[src/rtl/alu_seq_pkg.sv]
// Shared types and constants for the ALU operand sequencer:
// state/status codes, ALU function codes and the captured operand word.
package alu_seq_pkg;

  localparam int FUNC_W = 3;
  localparam int NIB_W  = 4;

  // Enum values are the status codes shown on the spare hex digit
  typedef enum logic [3:0] {
    S_FUNC  = 4'd1,
    S_A     = 4'd2,
    S_B     = 4'd3,
    S_ISSUE = 4'd4,
    S_DONE  = 4'd5
  } state_e;

  localparam logic [FUNC_W-1:0] F_RIPPLE_ADD = 3'd0;
  localparam logic [FUNC_W-1:0] F_PLUS       = 3'd1;
  localparam logic [FUNC_W-1:0] F_LOGIC      = 3'd2;
  localparam logic [FUNC_W-1:0] F_OR_REDUCE  = 3'd3;
  localparam logic [FUNC_W-1:0] F_PATTERN    = 3'd4;
  localparam logic [FUNC_W-1:0] F_INVERT     = 3'd5;

  typedef struct packed {
    logic [FUNC_W-1:0] func;
    logic              carry_in;
    logic [NIB_W-1:0]  op_a;
    logic [NIB_W-1:0]  op_b;
  } alu_word_t;

endpackage

[src/rtl/alu_operand_sequencer_key_conditioner.sv]
// key_conditioner: two-flop synchronizer, debounce counter and a one-cycle
// press pulse on each debounced 1->0 transition of an active-low key.
module key_conditioner #(
  parameter int DEBOUNCE_CYCLES = 500000
) (
  input  logic clock,
  input  logic reset,
  input  logic key_n,
  output logic press
);

  localparam int CW = $clog2(DEBOUNCE_CYCLES + 1);

  logic [1:0]    sync;
  logic          level;
  logic          level_d;
  logic [CW-1:0] cnt;

  always_ff @(posedge clock) begin
    if (reset) begin
      sync    <= 2'b11;
      level   <= 1'b1;
      level_d <= 1'b1;
      cnt     <= '0;
      press   <= 1'b0;
    end else begin
      sync    <= {sync[0], key_n};
      level_d <= level;
      press   <= level_d & ~level;
      // Any agreeing sample restarts the run of differing samples
      if (sync[1] == level) begin
        cnt <= '0;
      end else if (cnt == CW'(DEBOUNCE_CYCLES - 1)) begin
        level <= sync[1];
        cnt   <= '0;
      end else begin
        cnt <= cnt + 1'b1;
      end
    end
  end

endmodule

[src/rtl/alu_operand_sequencer.sv]
// alu_operand_sequencer: steps func / A / B entry from the switches on debounced
// enter presses, then issues the captured word to the ALU over valid/ready.
// Optional build macro SEQ_IDLE_TIMEOUT_EN adds an entry-state inactivity clear.
module alu_operand_sequencer
  import alu_seq_pkg::*;
#(
  parameter int DEBOUNCE_CYCLES = 500000
`ifdef SEQ_IDLE_TIMEOUT_EN
  , parameter int TIMEOUT_CYCLES = 250000000
`endif
) (
  input  logic              clock,
  input  logic              reset,
  input  logic [7:0]        sw,
  input  logic [1:0]        key_n,
  input  logic              alu_ready,
  output logic              alu_valid,
  output logic [FUNC_W-1:0] func,
  output logic [NIB_W-1:0]  op_a,
  output logic [NIB_W-1:0]  op_b,
  output logic              carry_in,
  output logic [3:0]        status
);

  logic [1:0] press;
  logic       enter;
  logic       clr;
  logic       tmo_hit;
  state_e     state, state_nx;
  alu_word_t  word;

  for (genvar k = 0; k < 2; k++) begin : g_key
    key_conditioner #(.DEBOUNCE_CYCLES(DEBOUNCE_CYCLES)) u_key (
      .clock (clock),
      .reset (reset),
      .key_n (key_n[k]),
      .press (press[k])
    );
  end

  assign enter = press[0];
  assign clr   = press[1] | tmo_hit;

`ifdef SEQ_IDLE_TIMEOUT_EN
  localparam int TW = $clog2(TIMEOUT_CYCLES + 1);
  logic [TW-1:0] tmo_cnt;
  logic          entry;

  assign entry   = (state == S_FUNC) || (state == S_A) || (state == S_B);
  assign tmo_hit = entry && (tmo_cnt == TW'(TIMEOUT_CYCLES - 1));

  always_ff @(posedge clock) begin
    if (reset || (|press) || !entry || tmo_hit) tmo_cnt <= '0;
    else                                        tmo_cnt <= tmo_cnt + 1'b1;
  end
`else
  assign tmo_hit = 1'b0;
`endif

  always_ff @(posedge clock) begin
    if (reset) state <= S_FUNC;
    else       state <= state_nx;
  end

  // Clear overrides everything, including a simultaneous enter
  always_comb begin
    state_nx = state;
    if (clr) begin
      state_nx = S_FUNC;
    end else begin
      case (state)
        S_FUNC:  if (enter) state_nx = S_A;
        S_A:     if (enter) state_nx = S_B;
        S_B:     if (enter) state_nx = S_ISSUE;
        S_ISSUE: if (alu_valid && alu_ready) state_nx = S_DONE;
        S_DONE:  if (enter) state_nx = S_FUNC;
        default: state_nx = S_FUNC;
      endcase
    end
  end

  always_ff @(posedge clock) begin
    if (reset || clr) begin
      word      <= '0;
      alu_valid <= 1'b0;
    end else begin
      alu_valid <= (state_nx == S_ISSUE);
      if (enter) begin
        case (state)
          S_FUNC: begin
            word.func     <= sw[2:0];
            word.carry_in <= sw[3];
          end
          S_A:     word.op_a <= sw[3:0];
          S_B:     word.op_b <= sw[7:4];
          default: ;
        endcase
      end
    end
  end

  always_comb begin
    status   = 4'(state);
    func     = word.func;
    carry_in = word.carry_in;
    op_a     = word.op_a;
    op_b     = word.op_b;
  end

endmodule

[config.mk]
export PLATFORM = sky130hd
export DESIGN_NAME = alu_operand_sequencer
export DESIGN_NICKNAME = d
export VERILOG_FILES = /design/src/rtl/alu_seq_pkg.sv /design/src/rtl/alu_operand_sequencer_key_conditioner.sv /design/src/rtl/alu_operand_sequencer.sv
export SDC_FILE = /design/constraint.sdc
export NUM_CORES = 1
export LEC_CHECK = 0
export CORE_UTILIZATION = 50
export CTS_BUF_LIST = sky130_fd_sc_hd__clkbuf_4
export CTS_CLUSTER_SIZE = 14
export DETAILED_ROUTE_END_ITERATION = 8
export GPL_ROUTABILITY_DRIVEN = 0
export GPL_TIMING_DRIVEN = 0
export PLACE_DENSITY = 0.72
export SYNTH_ARGS = -nofsm -noshare
export SYNTH_HDL_FRONTEND = slang
export SYNTH_SLANG_ARGS = --single-unit
[constraint.sdc]
create_clock -name clock -period 2 [get_ports clock]
set_input_delay 0.5 -clock clock [delete_from_list [all_inputs] [get_ports clock]]
set_output_delay 0.5 -clock clock [all_outputs]
set_load 0.1 [all_outputs]
### Word-level counts from Yosys, hierarchy flattened

Cells that the tools add are included.

| storage, ports and cells | value |
|---|---|
| output and inout bits | 17 |
| word-level logic and storage cells | 50 |
| input bits | 13 |
| register bits after elaboration | 65 |

| operators by class | value |
|---|---|
| bitwise gates (word level) | 6 |
| reductions and logical operators | 9 |
| add/sub/neg operators | 2 |
| equality and inequality tests | 10 |
| mux-type cells | 7 |

Operators by type and width:

| cell | count |
|---|---|
| 19-bit by 1-bit adder with 19-bit output (second input constant) | 2 |
| 19-bit == test (second input constant) | 2 |
| 4-bit 2-to-1 mux | 6 |
| 4-bit one-hot mux with 5 select lines | 1 |
| 4-bit by 3-bit == test with 1-bit output (second input constant) | 3 |
| 2-bit AND reduction | 5 |
| 4-bit by 2-bit == test with 1-bit output (second input constant) | 2 |
| 3-bit OR reduction | 2 |
| 4-bit by 1-bit == test with 1-bit output (second input constant) | 1 |
| 1-bit NOT | 4 |
| 1-bit AND | 2 |
| 1-bit == test | 2 |
| 1-bit logical AND | 1 |
| 1-bit logical OR | 1 |

### Depth between registers and ports, before layout

Gate-level depths: netlist of run 1.

| depth | value |
|---|---|
| depth in word-level cells | 5 |
| mapped depth | 6 |
| gate-level depth less buffers | 5 |

### Hierarchy

From an unflattened synthesis of run 1, not the netlist that was laid out.

| second synthesis, totals | value |
|---|---|
| cell total of the unflattened synthesis | 310 |
| area total of the unflattened synthesis | 2760.1 sq um |

By module, submodules not included:

| module | cells an instance | instances | seq. area each (sq um) | area an instance (sq um) |
|---|---|---|---|---|
| key_conditioner | 117 | 2 | 480.5 | 1026.0 |
| alu_operand_sequencer | 76 | 1 | 340.3 | 708.2 |

### Least setup slack after synthesis of run 1

OpenSTA, ideal clock, no wires.

| timing path | value |
|---|---|
| path type | reg-to-reg |
| start point | register state[1] (netlist: status[1]) |
| end point | register state[0] (netlist: status[0]) |
| data required time | 1878 ps |
| path buffers | 1 |
| setup slack | -314 ps |
| arrival time | 2191 ps |
| stages on the path, launching flop included | 6 |
| setup time | 122 ps |
| period minus slack after synthesis | 2314 ps |
| cell sequence | dfxtp_1 > clkbuf_1 > or3b_2 > a21oi_1 > a21oi_1 > a311o_1 |

| on the way | value |
|---|---|
| cells in the longest elaborated chain, start to end | 3 |
| elaborated cells between the ends (all ways) | 7 |
| those cells by class | eq/ne (5); mux (2) |

RTL lines:

| what | RTL line | text |
|---|---|---|
| start: declaration | alu_operand_sequencer.sv:29 | `state_e state, state_nx;` |
| start signal: assignment | alu_operand_sequencer.sv:62 | `else state <= state_nx;` |
| 4-bit by 3-bit == test with 1-bit output (tied with other cells) | alu_operand_sequencer.sv:71 | `case (state)` |
| 4-bit one-hot mux with 5 select lines (*) | alu_operand_sequencer.sv:71 |  |
| 4-bit 2-to-1 mux (*) | alu_operand_sequencer.sv:68 | `if (clr) begin` |

Mark *: on every way between the ends. The rest lies on a longest branch, timed or not.
A chain may end at the register's enable or synchronous reset.

### Worst setup path in the final report of run 1

| timing path | value |
|---|---|
| start point | register g_key[1].u_key.cnt[14] |
| end point | register g_key[1].u_key.cnt[14] |

| on the way | value |
|---|---|
| cells in the longest elaborated chain, start to end | 2 |
| elaborated cells between the ends (all ways) | 3 |
| those cells by class | add/sub (1); eq/ne (1); reduce/logical (1) |

RTL lines:

| what | RTL line | text |
|---|---|---|
| start: declaration | alu_operand_sequencer_key_conditioner.sv:17 | `logic [CW-1:0] cnt;` |
| start signal: assignment | alu_operand_sequencer_key_conditioner.sv:37 | `cnt <= cnt + 1'b1;` |
| parallel branches: the longest is 2 deep, another holds 19-bit by 1-bit adder with 19-bit output | n/a |  |

Several ways; the timed one is not identified.

==> impl_metrics.tcl, run 1 <==
set metrics [dict create \
    viasPerCell 5.18 \
    crit_required_ns 2.28 \
    wire_per_inst_microns 12.5 \
    root_buffer "clkbuf_4" \
    netlist_instances 292 \
    clk_latency_ns 0.39 \
    crit_family "simple AND/OR/NAND/NOR gates" \
    holdCritPathClass "reg2reg" \
    critPathMaxFanout 10 \
    synth_seq_area_share_pct 48.2 \
    utilization_pct 63.1 \
    setup_slack_ns 0.105 \
    finClkSkew_ns 0.0117 \
    grt-ovfl-total 0 \
    antenna_found_initial 0 \
    place_ws_ns -0.135 \
    h-tree-depth 3 \
    num_rows 26 \
    ys_top_cells_by_count "dfxtp_1, nor2_1, xnor2_1, mux2i_1, nand3_1" \
    area_growth_pct 20.1 \
    fin_crit_sh_pct 94.8 \
    r2r_end "g_key[1].u_key.cnt[14]" \
    setup_violations 0 \
    tns_ns 0 \
    fin_nets 348 \
    p_sw_uw 458 \
    drv_cap 0 \
    period_minus_slack_ns 1.90 \
    cp_cell_sequence "or4_1 > or4_4 > o21bai_4 > buf_6 > nor2_1" \
    dieArea_sq_um 5700 \
    slowest_stage "or4_1" \
    syn_avg_cell_area_sq_um 9.25 \
    worstPathBufferInverterCount 1 \
    worstMarginPinSlew_ns 0.540 \
    clkPwrFrac_pct 37.0 \
    placed_area_sq_um 3080 \
    p_sw_share_pct 21.2 \
    synth_area_leaders "dfxtp_1, nor2_1, xnor2_1" \
    start_util_pct 52.5 \
    fp.dieH_microns 75.5 \
    min_to "g_key[0].u_key.sync[1]" \
    numPortBuffers 29 \
    synth_top_area_cell "dfxtp_1" \
    cts_tree "yes" \
    yosysWarnings 0 \
    ios 30 \
    grt_pass1_vias 1835 \
    critPathLaunch "g_key[1].u_key.cnt[14]" \
    vias 2110 \
    synth_edf_count 0 \
    synth.most_common_cell "dfxtp_1" \
    num_antenna_cells 0 \
    worstRegToRegCells 5 \
    vdd_ir_drop_max_v 0.000560 \
    synthFlopType "dfxtp_1" \
    drt_pass1_iterations 4 \
    finish.instance_area_sq_um 3240 \
    cts_buffers 9 \
    rsz0062_at_grt "false" \
    fmax_ghz 0.528 \
    seqPwrFrac_pct 60.1 \
    coreArea_sq_um 5140 \
    status "finished clean" \
    path_clk_slew_ns 0.09 \
    synth_area_sq_um 2700 \
    slew_headroom_pct 63.7 \
    dp_hpwl_microns 3610 \
    grt_max_degree 11 \
    hold-path-cell-count 1 \
    end_kind "flop" \
    totalWireLength_microns 5090 \
    r2r_start "g_key[1].u_key.cnt[14]" \
    arrival_ns 2.18 \
    syn_nets 307 \
    cpPeakStageDelay_ns 0.55 \
    hp-start "g_key[0].u_key.sync[0]" \
    startpoint_type "flop" \
    grt_pass1_wl_microns 8140 \
    reg2reg_slack_ns 0.10 \
    cts.sinks 65 \
    finalHoldViolCount 0 \
    yosys.area.top_type_share_pct 48.2 \
    cts_hold_buf 0 \
    synthArstFlopShare_pct 0 \
    antenna_left 0 \
    p_comb_share_pct 2.9 \
    drt_iter0_drc 92 \
    grtUsageTotal_pct 19.3 \
    powerDensity_nw_per_um2 668 \
    ys_ff_latch 65 \
    worstSetupPathType "reg2reg" \
    synthDistinctLibCells 41 \
    clockBufferDepth 2 \
    p_leak_uw 0.00104 \
    fin_hold_ws_ns 0.416 \
    p_int_uw 1710 \
    dieWidth_microns 75.5 \
    layout-drive-gt1-share_pct 14.5 \
    slew_violations 0 \
    drc 0 \
]
==> metrics by stage <==
stage,std cells,power [uW]
floorplan,292,1360
global placement,391,1390
detailed placement,391,1390
CTS,406,2200
global route,407,2270
finish,407,2170
==> power by group through the flow <==
stage	logic (uW)	clock network (uW)	registers, uW
3_3_place_gp	61.9	0	1330
6_report	62.8	801	1300
4_1_cts	62.6	831	1300
2_1_floorplan	21.1	0	1340
5_1_grt	67.2	897	1300
3_5_place_dp	62.8	0	1330
==> flip-flops by register name, indices dropped and copies added, names as in the netlist <==
register             count
g_key.u_key.cnt         38
g_key.u_key.sync         4
op_a                     4
op_b                     4
status                   4
func                     3
g_key.u_key.level        2
g_key.u_key.level_d      2
g_key.u_key.press        2
alu_valid                1
carry_in                 1
==> worst max-delay path by stage <==
stage / slack (ns) / endpoint / cells past startpoint
floorplan: 0.09 / status[0] / 4
global placement: -0.12 / g_key[0].u_key.cnt[10] / 5
detailed placement: -0.13 / g_key[0].u_key.cnt[14] / 5
CTS: 0.02 / status[0] / 1
global route: 0.03 / g_key[1].u_key.cnt[10] / 6
finish: 0.10 / g_key[1].u_key.cnt[14] / 5
==> worst reg2reg max path: cells and delay by family, from the launching register on <==
family	cells	cell delay, ns
AO/OA/AOI/OAI	1	0.21
buffers and inverters	1	0.18
flip-flops	1	0.35
AND/OR/NAND/NOR	3	1.06
==> routing by layer <==
layer | wire [microns] | GRT usage (%)
met4 | 48 | 6.79
met1 | 2420 | 24.5
met3 | 236 | 8.99
met2 | 2390 | 29.0
met5 | 0 | 0
==> kinds of logic after synthesis <==
logic type | count (synthesis) | share of synthesized area, %
fa+ha+maj | 2 | 0.927
mux | 16 | 5.93
buf+inv | 17 | 2.69
flops | 65 | 48.2
compound gates | 17 | 4.31
xor+xnor | 31 | 10.1
simple gates | 143 | 27.8
other cells | 1 | 0.139
==> repair_timing <==
action / in CTS / in global routing
pin swaps: 0 / 1
endpoints found under the setup margin: 27 / 24
hold endpoints to repair: 0 / 0
gates resized for setup: 52 / 8
setup buffers: 0 / 1
==> layout by cell type, fill, tap and decap left out, types with 9 or more instances in the layout <==
cell type and instances:
clkdlybuf4s15_2 15, clkbuf_4 10, a21oi_1 9, nor4_1 11
xnor2_1 24, clkdlybuf4s50_1 12, nand3_1 14, dfxtp_1 63
nor3_1 10, nor2_1 56, mux2i_1 16, nand2_1 12
inv_1 11
==> final cells by class <==
class	instances	area (sq um)
buffer	6	31.3
timing repair buffer	30	307
inverter	11	41.3
fill	473	1900
clock inverter	5	47.5
tap	70	87.6
multi-input combinational	210	1350
clock buffer	10	75.1
sequential	65	1310
(Power assumes the default switching activity.)
==> inputs of run 2 (changes only) <==
ABC_AREA = 1   (was default)
CAP_MARGIN = 40   (was default)
PLACE_DENSITY = 0.71   (was 0.72)
==> run 2 against run 1 <==
Register-to-register slack improved by 0.35 ns. Maximum frequency fell by 2.6%. Global-route usage rose by 1.3 points. Sequential share of layout area fell by 5.7 points. Largest power group unchanged. Power fell by 3.5%. Sequential power barely moved. Clock skew fell by 0.0027 ns. Final area rose by 16%. Critical path depth fell by 3. Wire length rose by 18%.
==> impl_metrics.tcl, run 2 <==
set metrics [dict create \
    synth.area.mux_share_pct 0 \
    area_growth_pct 22.3 \
    dp_hpwl_microns 4700 \
    grt-ovfl-total 0 \
    start_util_pct 52.1 \
    fin_crit_sh_pct 97.3 \
    grt_pass1_vias 2526 \
    period_minus_slack_ns 1.95 \
    ys_ff_latch 65 \
    finalHoldViolCount 0 \
    synth.most_common_cell "nand2_1" \
    coreArea_sq_um 5920 \
    largest_reg_flops 38 \
    status "finished clean" \
    drv_cap 0 \
    startpoint_type "flop" \
    numPortBuffers 29 \
    holdCritPathClass "reg2reg" \
    final_common_cell "nand2_1" \
    wire_per_inst_microns 10.8 \
    layout-drive-gt1-share_pct 14.8 \
    drt_iter0_drc 145 \
    num_rows 28 \
    ios 30 \
    path_clk_slew_ns 0.09 \
    tns_ns 0 \
    met1_usage_pct 23.3 \
    critPathMaxFanout 2 \
    yosys.area.top_type_share_pct 42.2 \
    synthFlopType "dfxtp_1" \
    synthSimpleGateAreaFrac_pct 38.5 \
    synth_edf_count 0 \
    grtUsageTotal_pct 20.6 \
    h-tree-depth 3 \
    end_kind "output port" \
    post-cts-setup-buffers 0 \
    rsz0062_at_grt "false" \
    cts.sinks 65 \
    cts_buffers 9 \
    ys_top_cells_by_count "nand2_1, nor2_1, dfxtp_1, inv_1, nand3_1" \
    drc 0 \
    fmax_ghz 0.514 \
    finClkSkew_ns 0.00898 \
    yosysWarnings 0 \
    fin_nets 491 \
    reg2reg_slack_ns 0.45 \
    totalWireLength_microns 6000 \
    syn_nets 448 \
    powerDensity_nw_per_um2 554 \
    netlist_instances 433 \
    vias 2707 \
    synthDistinctLibCells 29 \
    synthArstFlopShare_pct 0 \
    antenna_found_initial 0 \
    power_uw 2090 \
    regMostFlops "g_key.u_key.cnt" \
    synth_compound_area_share_pct 5.19 \
    synth_xor_xnor_area_share_pct 4.55 \
    cts_tree "yes" \
    viasPerCell 4.87 \
    synth_seq_area_share_pct 42.2 \
    use_met2_pct 35.3 \
    grt_max_degree 11 \
    fin_hold_ws_ns 0.417 \
    root_buffer "clkbuf_4" \
    utilization_pct 63.7 \
    layout_common_cells "nand2_1, nor2_1, dfxtp_1" \
    setup_violations 0 \
    num_antenna_cells 0 \
    clockBufferDepth 2 \
    cts_hold_buf 0 \
    syn_avg_cell_area_sq_um 7.12 \
    synth_top_family_by_area "simple AND/OR/NAND/NOR gates" \
    grt_most_used_layer "met2" \
    dieWidth_microns 80.5 \
    synthAdderAreaFrac_pct 0.812 \
    crit_required_ns 1.50 \
    drt_pass1_iterations 4 \
    synth_area_sq_um 3080 \
    grt_pass1_wl_microns 10200 \
    synth_top_area_cell "dfxtp_1" \
    worstSetupPathType "reg2out" \
    grtUsageMet3_pct 4.77 \
    synth_area_leaders "dfxtp_1, nand2_1, nor2_1" \
    arrival_ns 1.45 \
    p_leak_uw 0.00146 \
    clk_latency_ns 0.40 \
    antenna_left 0 \
    vdd_ir_drop_max_v 0.000343 \
    dieArea_sq_um 6480 \
    slew_violations 0 \
    fp.dieH_microns 80.5 \
]
-- run 2: through the flow --
stage          cells  area (sq um)  worst slack, ns
6_report         556          3770           0.0543
5_1_grt          556          3770         0.000496
4_1_cts          566          3820          0.00160
3_5_place_dp     554          3720          -0.0564
3_3_place_gp     537          3470          -0.0869
2_1_floorplan    433          3080            0.109
-- run 2: cell type report --
cell class / count / area (sq um)
Inverter: 60 / 233
Clock buffer: 10 / 75.1
Sequential cell: 65 / 1300
Fill cell: 519 / 2150
Timing Repair Buffer: 32 / 492
Multi-Input combinational cell: 304 / 1520
Buffer: 4 / 32.5
Clock inverter: 6 / 25.0
Tap cell: 75 / 93.8
-- run 2: final timing paths --
check,from,endpoint,cells past startpoint
worst min-delay path,g_key[0].u_key.level_d,g_key[0].u_key.press,2
worst max register to register,g_key[1].u_key.cnt[0],g_key[1].u_key.cnt[11],9
worst max-delay path,func[1],func[1],2
worst min register to register,g_key[0].u_key.level_d,g_key[0].u_key.press,2
-- run 2: metal layers --
metal  vias to the layer above  part of all wire, %
met5                         -                    0
met4                         0                  2.1
met3                        11                  4.4
met2                        51                   48
met1                      1218                   46
li1                       1427                    -
-- run 2: repair_timing --
action | 4_1_cts | 5_1_grt
pin swaps | 0 | 0
cloned | 0 | 0
endpoints found under the setup margin | 7 | 12
gates resized for setup | 10 | 11
-- run 2: logic make-up (layout without fill, tap and decap cells) --
group | count (synthesis) | after routing
AND/OR/NAND/NOR | 255 | 255
flip-flops | 65 | 65
buffers and inverters | 64 | 112
AO/OA/AOI/OAI | 30 | 30
XOR/XNOR | 16 | 16
adder cells (fa/ha/maj) | 2 | 2
other | 1 | 1
-- run 2: power by group --
part,switching (uW),internal (uW)
clock network,439,249
registers,5.48,1300
logic,53.0,42.1
-- run 2: critical path, cell delays in order, from the launching register on --
cell             delay, ns
dfxtp_1               0.33
clkdlybuf4s50_1       0.53
buf_12                0.18
